==> src/rtl/vga_scan_driver.sv <==
// Raster scan generator: h/v counters, palette lookup and VGA sync generation.
// All video outputs are registered one cycle after the counters they describe.
module vga_scan_driver #(
  parameter int H_ACTIVE = 640,
  parameter int H_FP     = 16,
  parameter int H_SYNC   = 96,
  parameter int H_BP     = 48,
  parameter int V_ACTIVE = 480,
  parameter int V_FP     = 10,
  parameter int V_SYNC   = 2,
  parameter int V_BP     = 33,
  parameter bit SYNC_POL = 1'b0
) (
  input  logic        clk,
  input  logic        rst,
  input  logic        enable,
  input  logic [2:0]  color_in,
  output logic [15:0] pixel_x,
  output logic [15:0] pixel_y,
  output logic [7:0]  rgb,
  output logic        hsync,
  output logic        vsync,
  output logic        vblank,
  output logic        frame_tick
);

  localparam int H_TOTAL = H_ACTIVE + H_FP + H_SYNC + H_BP;
  localparam int V_TOTAL = V_ACTIVE + V_FP + V_SYNC + V_BP;
  localparam int HW = $clog2(H_TOTAL);
  localparam int VW = $clog2(V_TOTAL);

  localparam logic [HW-1:0] H_MAX      = HW'(H_TOTAL - 1);
  localparam logic [HW-1:0] H_ACT      = HW'(H_ACTIVE);
  localparam logic [HW-1:0] H_SYNC_BEG = HW'(H_ACTIVE + H_FP);
  localparam logic [HW-1:0] H_SYNC_END = HW'(H_ACTIVE + H_FP + H_SYNC - 1);
  localparam logic [VW-1:0] V_MAX      = VW'(V_TOTAL - 1);
  localparam logic [VW-1:0] V_ACT      = VW'(V_ACTIVE);
  localparam logic [VW-1:0] V_SYNC_BEG = VW'(V_ACTIVE + V_FP);
  localparam logic [VW-1:0] V_SYNC_END = VW'(V_ACTIVE + V_FP + V_SYNC - 1);

  logic [HW-1:0] h_cnt;
  logic [VW-1:0] v_cnt;

  logic [7:0] rgb_nxt;
  logic       hsync_nxt;
  logic       vsync_nxt;
  logic       vblank_nxt;
  logic       tick_nxt;
  logic       active;

  function automatic logic [7:0] pal(input logic [2:0] idx);
    case (idx)
      3'd0:    pal = 8'h00;
      3'd1:    pal = 8'hE0;
      3'd2:    pal = 8'h03;
      3'd3:    pal = 8'h1C;
      3'd4:    pal = 8'hFC;
      3'd5:    pal = 8'hB6;
      3'd6:    pal = 8'hE3;
      default: pal = 8'hFF;
    endcase
  endfunction

  // Disabling the scan parks both counters at the origin.
  always_ff @(posedge clk or negedge rst) begin
    if (!rst) begin
      h_cnt <= '0;
      v_cnt <= '0;
    end else if (!enable) begin
      h_cnt <= '0;
      v_cnt <= '0;
    end else if (h_cnt == H_MAX) begin
      h_cnt <= '0;
      v_cnt <= (v_cnt == V_MAX) ? '0 : v_cnt + 1'b1;
    end else begin
      h_cnt <= h_cnt + 1'b1;
    end
  end

  always_comb begin
    active     = (h_cnt < H_ACT) && (v_cnt < V_ACT);
    rgb_nxt    = active ? pal(color_in) : 8'h00;
    hsync_nxt  = ((h_cnt >= H_SYNC_BEG) && (h_cnt <= H_SYNC_END)) ? SYNC_POL : ~SYNC_POL;
    vsync_nxt  = ((v_cnt >= V_SYNC_BEG) && (v_cnt <= V_SYNC_END)) ? SYNC_POL : ~SYNC_POL;
    vblank_nxt = (v_cnt >= V_ACT);
    tick_nxt   = (h_cnt == '0) && (v_cnt == V_ACT);
  end

  // Output stage shares one cycle of delay so sync, blanking and colour stay aligned.
  always_ff @(posedge clk or negedge rst) begin
    if (!rst) begin
      rgb        <= 8'h00;
      hsync      <= ~SYNC_POL;
      vsync      <= ~SYNC_POL;
      vblank     <= 1'b0;
      frame_tick <= 1'b0;
    end else if (!enable) begin
      rgb        <= 8'h00;
      hsync      <= ~SYNC_POL;
      vsync      <= ~SYNC_POL;
      vblank     <= 1'b0;
      frame_tick <= 1'b0;
    end else begin
      rgb        <= rgb_nxt;
      hsync      <= hsync_nxt;
      vsync      <= vsync_nxt;
      vblank     <= vblank_nxt;
      frame_tick <= tick_nxt;
    end
  end

  assign pixel_x = {{(16-HW){1'b0}}, h_cnt};
  assign pixel_y = {{(16-VW){1'b0}}, v_cnt};

endmodule

==> config.mk <==
export PLATFORM = sky130hd
export DESIGN_NAME = vga_scan_driver
export DESIGN_NICKNAME = d
export VERILOG_FILES = /design/src/rtl/vga_scan_driver.sv
export SDC_FILE = /design/constraint.sdc
export NUM_CORES = 1
export LEC_CHECK = 0
export BUFFER_PORTS_ARGS = -buffer_cell sky130_fd_sc_hd__buf_2
export CAP_MARGIN = 20
export CELL_PAD_IN_SITES_DETAIL_PLACEMENT = 1
export CELL_PAD_IN_SITES_GLOBAL_PLACEMENT = 2
export CORE_ASPECT_RATIO = 0.6
export CORE_MARGIN = 3
export CORE_UTILIZATION = 31
export CTS_BUF_LIST = sky130_fd_sc_hd__clkbuf_4 sky130_fd_sc_hd__clkbuf_8
export DETAILED_ROUTE_END_ITERATION = 10
export HOLD_SLACK_MARGIN = 0.03
export PLACE_DENSITY_LB_ADDON = 0.15
export SLEW_MARGIN = 25
export SYNTH_ARGS = -nofsm -noshare
export SYNTH_HDL_FRONTEND = slang
export SYNTH_SLANG_ARGS = --single-unit
==> constraint.sdc <==
create_clock -name clk -period 2.3 [get_ports clk]
set_input_delay 0.115 -clock clk [delete_from_list [all_inputs] [get_ports clk]]
set_output_delay 0.115 -clock clk [all_outputs]
set_load 0.005 [all_outputs]
==> impl_metrics.yaml, run 1 <==
status:
  status: "completed"
route:
  vias_per_cell: 4.94
  drt_iter0_drc: 40
  ant_nets: 0
  drt_wl_total_mm: 4.72
  drc: 0
  routedWlPerCell_um: 16.9
  route.vias.total: 1378
  first_pass_iters: 4
clocking:
  numClockSinks: 30
  postCtsSetupRepairBufs: 0
  cts_buffers: 5
  cts_buffer_depth: 2
  cts_root_buf: "clkbuf_8"
  cts.clk_slew.worst_paths_ps: 60
  htree_levels: 2
  cts_tree: "yes"
  cts_resized: 0
  ctsHoldBuffers: 1
  clk_latency_ps: 270
logic_synthesis:
  synth.top_cell.area_share: 0.424
  synth_edf_count: 0
  synth.avg_cell_area_sq_um: 9.56
  synth_most_common_cell: "dfrtp_1"
  synth_compound_area_frac: 0.125
  netlist_top_cells_count: "dfrtp_1 (28), nor2_1 (21), buf_4 (14)"
  synth_area_sq_um: 1650
  yosys.area_share.simple: 0.222
  synth_top_family_by_area: "simple AND/OR/NAND/NOR gates"
  synthCells: 173
  synth_xor_area_frac: 0.0424
  yosysWarnings: 0
  yosysTopAreaCell: "dfrtp_1"
  synth-seq-area-share: 0.455
  ys_types: 42
  synthAdderAreaFrac: 0.0378
  synth_flop_cell: "dfrtp_1"
  synth_mux_area_frac: 0.0129
  async_flop_share: 1.00
  ys_ff_latch: 30
  ys_top_cells_by_area: "dfrtp_1 (42%), buf_4 (6.4%), nor2_1 (4.8%), ha_1 (3.8%), a22o_1 (3.7%)"
finish:
  syn_to_final_growth_pct: 19.7
  antenna_cells: 0
  final_core_util: 0.408
  nFillCells: 586
  nNetsFinal: 226
  drive_above_1_share: 0.273
  final-instance-count-excl-fill: 279
grt:
  grt_pass1_wl_mm: 7.80
  antenna_found_initial: 0
  grt_usage: 0.159
  overflow: 0
  grt_max_degree: 31
  grt_pass1_vias: 1429
placement:
  routabilityCongestion: 0.848
  dp_cells: 270
  dp_hpwl_mm: 3.66
  io_buffers: 37
floorplanning:
  dieHeight_um: 62.6
  die_area_sq_um: 6280
  core_sq_um: 4850
  row_count: 19
  die_w_um: 100
  num_io_pins: 50
  start_util: 0.341
timing:
  finalSetupTns_ps: 0
  fin_crit_ps: 2070
  relSlewSlack: 0.528
  hold_viol_final: 0
  finalClockSkew_ps: 6.07
  finalSetupViolations: 0
  rsz0062_at_grt: "false"
  clock.fmax_ghz: 0.483
  finalCritPeriodShare: 0.900
  drv_slew: 0
  holdWs_ps: 123
  tightestPinTransition_ps: 708
setup_path:
  cp_slowest_stage_delay_ps: 620
  critical_path.startpoint_type: "flip-flop"
  critPathArrivalTime_ps: 2230
  crit_type: "flip-flop to flip-flop"
  cp_max_fo: 6
  end_kind: "flip-flop"
  cp_cell_sequence: "ha_1 > nand3_2 > or4_1 > and2_1 > mux2_2"
  critPathRequiredTime_ps: 2460
  cp_slowest_cell: "or4_1"
  ff2ff_setup_slack_ps: 230
  path_buf_inv: 0
  cpLargestDelayFamily: "simple AND/OR/NAND/NOR gates"
flow_run:
  cap_violations: 0
power_and_ir_drop:
  ir_drop_mv: 0.238
  p_leak_nw: 0.987
  power_density_nw_per_um2: 563
hold_path:
  hold_path.class: "primary input to flip-flop"
[worst register-to-register path: stages (launching register included)]
cell	delay, ps
dfrtp_1	430
ha_1	260
nand3_2	130
or4_1	620
and2_1	250
mux2_2	280
[through the flow]
| step | power [mW] | area [sq um] | setup slack (ps) |
|---|---|---|---|
| 6_report | 1.11 | 1980 | 229 |
| 5_1_grt | 1.18 | 1980 | 138 |
| 4_1_cts | 1.13 | 1980 | 232 |
| 3_5_place_dp | 0.667 | 1870 | 274 |
| 3_3_place_gp | 0.661 | 1870 | 346 |
| 2_1_floorplan | 0.630 | 1700 | 435 |
[per-layer routing]
metal / global-route usage / wire, um / share of wire / vias up
li1: - / - / - / 661
met1: 0.255 / 2600 / 0.55 / 679
met2: 0.207 / 1850 / 0.39 / 38
met3: 0.0524 / 274 / 0.058 / 0
met4: 0.0151 / 0 / 0 / 0
met5: 0 / 0 / 0 / -
[cells in the final DEF, fill, tap and decap left out, types with 2 or more instances in the layout]
| cell type | Yosys | final |
|---|---|---|
| clkbuf_8 | 0 | 6 |
| o21ai_0 | 9 | 9 |
| a21o_1 | 2 | 2 |
| clkbuf_4 | 0 | 2 |
| nand4_1 | 8 | 8 |
| and2_1 | 3 | 3 |
| nor2b_1 | 2 | 2 |
| conb_1 | 1 | 12 |
| inv_1 | 10 | 10 |
| xor2_1 | 5 | 5 |
| nand3_1 | 4 | 4 |
| nor4_1 | 3 | 3 |
| dfstp_2 | 2 | 2 |
| buf_2 | 4 | 37 |
| dfrtp_1 | 28 | 28 |
| xnor2_1 | 3 | 3 |
| nor4b_1 | 2 | 2 |
| and3_1 | 2 | 2 |
| ha_1 | 5 | 5 |
| nand2_1 | 6 | 6 |
| a21oi_1 | 3 | 3 |
| nand2b_1 | 2 | 2 |
| nor3_1 | 5 | 5 |
| nor3b_1 | 2 | 2 |
| or3_1 | 2 | 2 |
| o31ai_1 | 2 | 2 |
| buf_4 | 14 | 6 |
| nor2_1 | 21 | 21 |
| a22o_1 | 7 | 7 |
[cell type report]
class / instances / area (sq um) / share of cell area
multi-input combinational: 124 / 772 / 0.390
sequential: 30 / 753 / 0.381
timing repair buffer: 44 / 240 / 0.121
clock buffer: 8 / 97.6 / 0.0493
tap: 63 / 78.8 / 0.0398
inverter: 10 / 37.5 / 0.0190
[registers in the layout, indices dropped and copies added, names as in the netlist]
| signal | cells |
|---|---|
| frame_tick | 1 |
| h_cnt | 10 |
| hsync | 1 |
| rgb | 6 |
| v_cnt | 10 |
| vblank | 1 |
| vsync | 1 |
[path summary, 6_finish.rpt]
check                                    from                    to  depth (start not counted)
setup / recovery           h_cnt[0]$_DFF_PN0_  v_cnt[0]$_DFFE_PN0P_                          5
hold / removal                    color_in[1]      rgb[0]$_DFF_PN0_                          3
setup reg to reg           h_cnt[0]$_DFF_PN0_  v_cnt[0]$_DFFE_PN0P_                          5
hold reg to reg            h_cnt[0]$_DFF_PN0_    h_cnt[0]$_DFF_PN0_                          1
max in group asynchronous                 rst    h_cnt[7]$_DFF_PN0_                          2
min in group asynchronous                 rst      vblank$_DFF_PN0_                          2
[power breakdown]
part	internal, mW	total, mW	switching (mW)
logic	0.0375	0.100	0.0626
registers	0.542	0.557	0.0151
clock network	0.267	0.458	0.191
total	0.846	1.11	0.269
[logic make-up (layout without fill, tap and decap cells)]
family,count (synthesis),after routing
AOI/OAI and AO/OA,29,29
xor gates and xnor gates,8,8
adders and majority gates,5,5
buffers and inverters,30,62
DFF,30,30
muxes,2,2
other,1,12
and+or+nand+nor,68,68
Power figures use the tool's default switching activity.
==> run 2, diff against run 1 <==
--- a/config.mk
+++ b/config.mk
@@ -9,13 +9,13 @@
 export CAP_MARGIN = 20
 export CELL_PAD_IN_SITES_DETAIL_PLACEMENT = 1
 export CELL_PAD_IN_SITES_GLOBAL_PLACEMENT = 2
-export CORE_ASPECT_RATIO = 0.6
 export CORE_MARGIN = 3
 export CORE_UTILIZATION = 31
 export CTS_BUF_LIST = sky130_fd_sc_hd__clkbuf_4 sky130_fd_sc_hd__clkbuf_8
 export DETAILED_ROUTE_END_ITERATION = 10
 export HOLD_SLACK_MARGIN = 0.03
 export PLACE_DENSITY_LB_ADDON = 0.15
+export RECOVER_POWER = 25
 export SLEW_MARGIN = 25
 export SYNTH_ARGS = -nofsm -noshare
 export SYNTH_HDL_FRONTEND = slang
==> run 2 against run 1 <==
Compared with the run above:
- sequential share of layout area up 0.74 points
- the run now ends with capacitance limit, slew limit left
- clock power about the same
- die area down 0.46%
- maximum frequency up 2.7%
- global-route usage down 1.1 points
- critical path depth unchanged
- critical endpoint is now v_cnt[6]$_DFFE_PN0P_
- first-iteration DRC count up 50%
- largest power group unchanged
- combinational power down 8%
- largest cell class unchanged
- routed wire length down 8.4%
- hold slack worse by 10 ps
==> impl_metrics.yaml, run 2 (synthesis gave the netlist of run 1 again) <==
power_and_ir_drop:
  sw_frac_of_total: 0.253
  power_density_nw_per_um2: 571
  power_switching_mw: 0.281
  ir_drop_mv: 0.236
  p_seq_frac: 0.504
  p_clk_frac: 0.414
  pwr-share-comb: 0.083
  intPower_mw: 0.828
  p_leak_nw: 0.936
route:
  route.vias.total: 1367
  routedWlPerCell_um: 15.5
  wl_met2_mm: 2.19
  drt_iter0_drc: 60
  ant_nets: 0
  highest_layer: "met4"
  first_pass_iters: 4
  wl_met3_um: 189
  drc: 0
  vias_per_cell: 4.90
  wl_met1_mm: 1.89
  drt_wl_total_mm: 4.33
placement:
  routabilityCongestion: 0.743
  io_buffers: 37
  placed_cell_area_sq_um: 1850
  dp_hpwl_mm: 3.24
  pre_cts_ws_ps: 285
timing:
  relSlewSlack: -0.110
  tightestPinTransition_ps: 1660
  drv_slew: 31
  hold_viol_final: 0
  clock.fmax_ghz: 0.496
  finalClockSkew_ps: 3.91
  rsz0062_at_grt: "false"
  fin_ws_ps: 283
  finalCritPeriodShare: 0.877
  fin_crit_ps: 2020
  finalSetupTns_ps: 0
  finalSetupViolations: 0
setup_path:
  critPathRequiredTime_ps: 2520
  end_kind: "flip-flop"
  cp_slowest_stage_delay_ps: 610
  cp_cell_sequence: "ha_1 > nand3_2 > or4_1 > a21oi_2 > a22o_1"
  path_buf_inv: 0
  critical_path.startpoint_type: "flip-flop"
  crit_type: "flip-flop to flip-flop"
  cp_max_fo: 6
  ff2ff_setup_slack_ps: 280
  cpLargestDelayFamily: "simple AND/OR/NAND/NOR gates"
  critPathArrivalTime_ps: 2240
  cp_slowest_cell: "or4_1"
clocking:
  ctsHoldBuffers: 1
  cts_root_buf: "clkbuf_8"
  cts.clk_slew.worst_paths_ps: 70
  clk_latency_ps: 290
  cts_buffer_depth: 2
  postCtsSetupRepairBufs: 0
  cts_tree: "yes"
  numClockSinks: 30
  htree_levels: 2
  cts_resized: 0
  cts_buffers: 5
finish:
  drive_above_1_share: 0.222
  syn_to_final_growth_pct: 17.4
  final_common_cell: "buf_2"
  antenna_cells: 0
  nNetsFinal: 222
  layout_common_cells: "buf_2 (29), dfrtp_1 (28), nor2_1 (21), conb_1 (12), inv_1 (10)"
  fin_area_sq_um: 1940
  final_core_util: 0.393
  reg_top3: "h_cnt (10), v_cnt (10), rgb (6)"
status:
  violations: "capacitance limit, slew limit"
  status: "complete, but fails checks"
floorplanning:
  core_sq_um: 4940
  start_util: 0.335
  die_w_um: 79.0
  die_area_sq_um: 6250
  num_io_pins: 50
  dieHeight_um: 79.0
  row_count: 25
grt:
  grt_pass1_vias: 1438
  grt_max_degree: 31
  grt_pass1_wl_mm: 7.18
  grt_usage: 0.148
  antenna_found_initial: 0
  overflow: 0
hold_path:
  hold_path.class: "primary input to flip-flop"
flow_run:
  cap_violations: 1
run 2: changes by cell type in the layout (fill, tap and decap cells not counted), sizes merged:
cell	change
clkbuf	+7
buf	-12
clkinv	+1
run 2: power groups by stage:
stage	logic, mW	clock network [mW]	registers [mW]
2_1_floorplan	0.0679	0	0.562
3_3_place_gp	0.0912	0	0.566
3_5_place_dp	0.0945	0	0.568
4_1_cts	0.0961	0.478	0.558
5_1_grt	0.105	0.496	0.561
6_report	0.0917	0.459	0.558
run 2: cell type report:
type | instances | area [sq um]
Sequential cell | 30 | 753
Tap cell | 67 | 83.8
Fill cell | 628 | 3000
Clock buffer | 7 | 90.1
Inverter | 10 | 37.5
Clock inverter | 1 | 5.00
Timing Repair Buffer | 40 | 200
Multi-Input combinational cell | 124 | 772
run 2: through the flow:
stage | std cells | power, mW | hold WS [ps]
after floorplan | 184 | 0.630 | -181
after global placement | 270 | 0.658 | 195
after detailed placement | 270 | 0.662 | 209
after CTS | 279 | 1.13 | 102
after global routing | 279 | 1.16 | 136
final | 279 | 1.11 | 113
run 2: routing by layer:
metal  up-vias  track usage
li1        653            -
met1       673        0.181
met2        34        0.250
met3         7       0.0374
met4         0       0.0550
met5         -            0
run 2: worst reg2reg max path, delay by kind of cell (launching register included):
kind,cells,cell delay (ps)
AND/OR/NAND/NOR,2,730
AO/OA/AOI/OAI,2,560
flip-flops,1,420
adder cells (fa/ha/maj),1,240
run 2: path summary, 6_finish.rpt:
check / cells past startpoint / start / to
max: 5 / h_cnt[0]$_DFF_PN0_ / v_cnt[6]$_DFFE_PN0P_
min: 3 / color_in[1] / rgb[0]$_DFF_PN0_
max reg2reg: 5 / h_cnt[0]$_DFF_PN0_ / v_cnt[6]$_DFFE_PN0P_
min reg2reg: 1 / h_cnt[0]$_DFF_PN0_ / h_cnt[0]$_DFF_PN0_
max in group asynchronous: 2 / rst / v_cnt[8]$_DFFE_PN0P_
min in group asynchronous: 2 / rst / v_cnt[6]$_DFFE_PN0P_
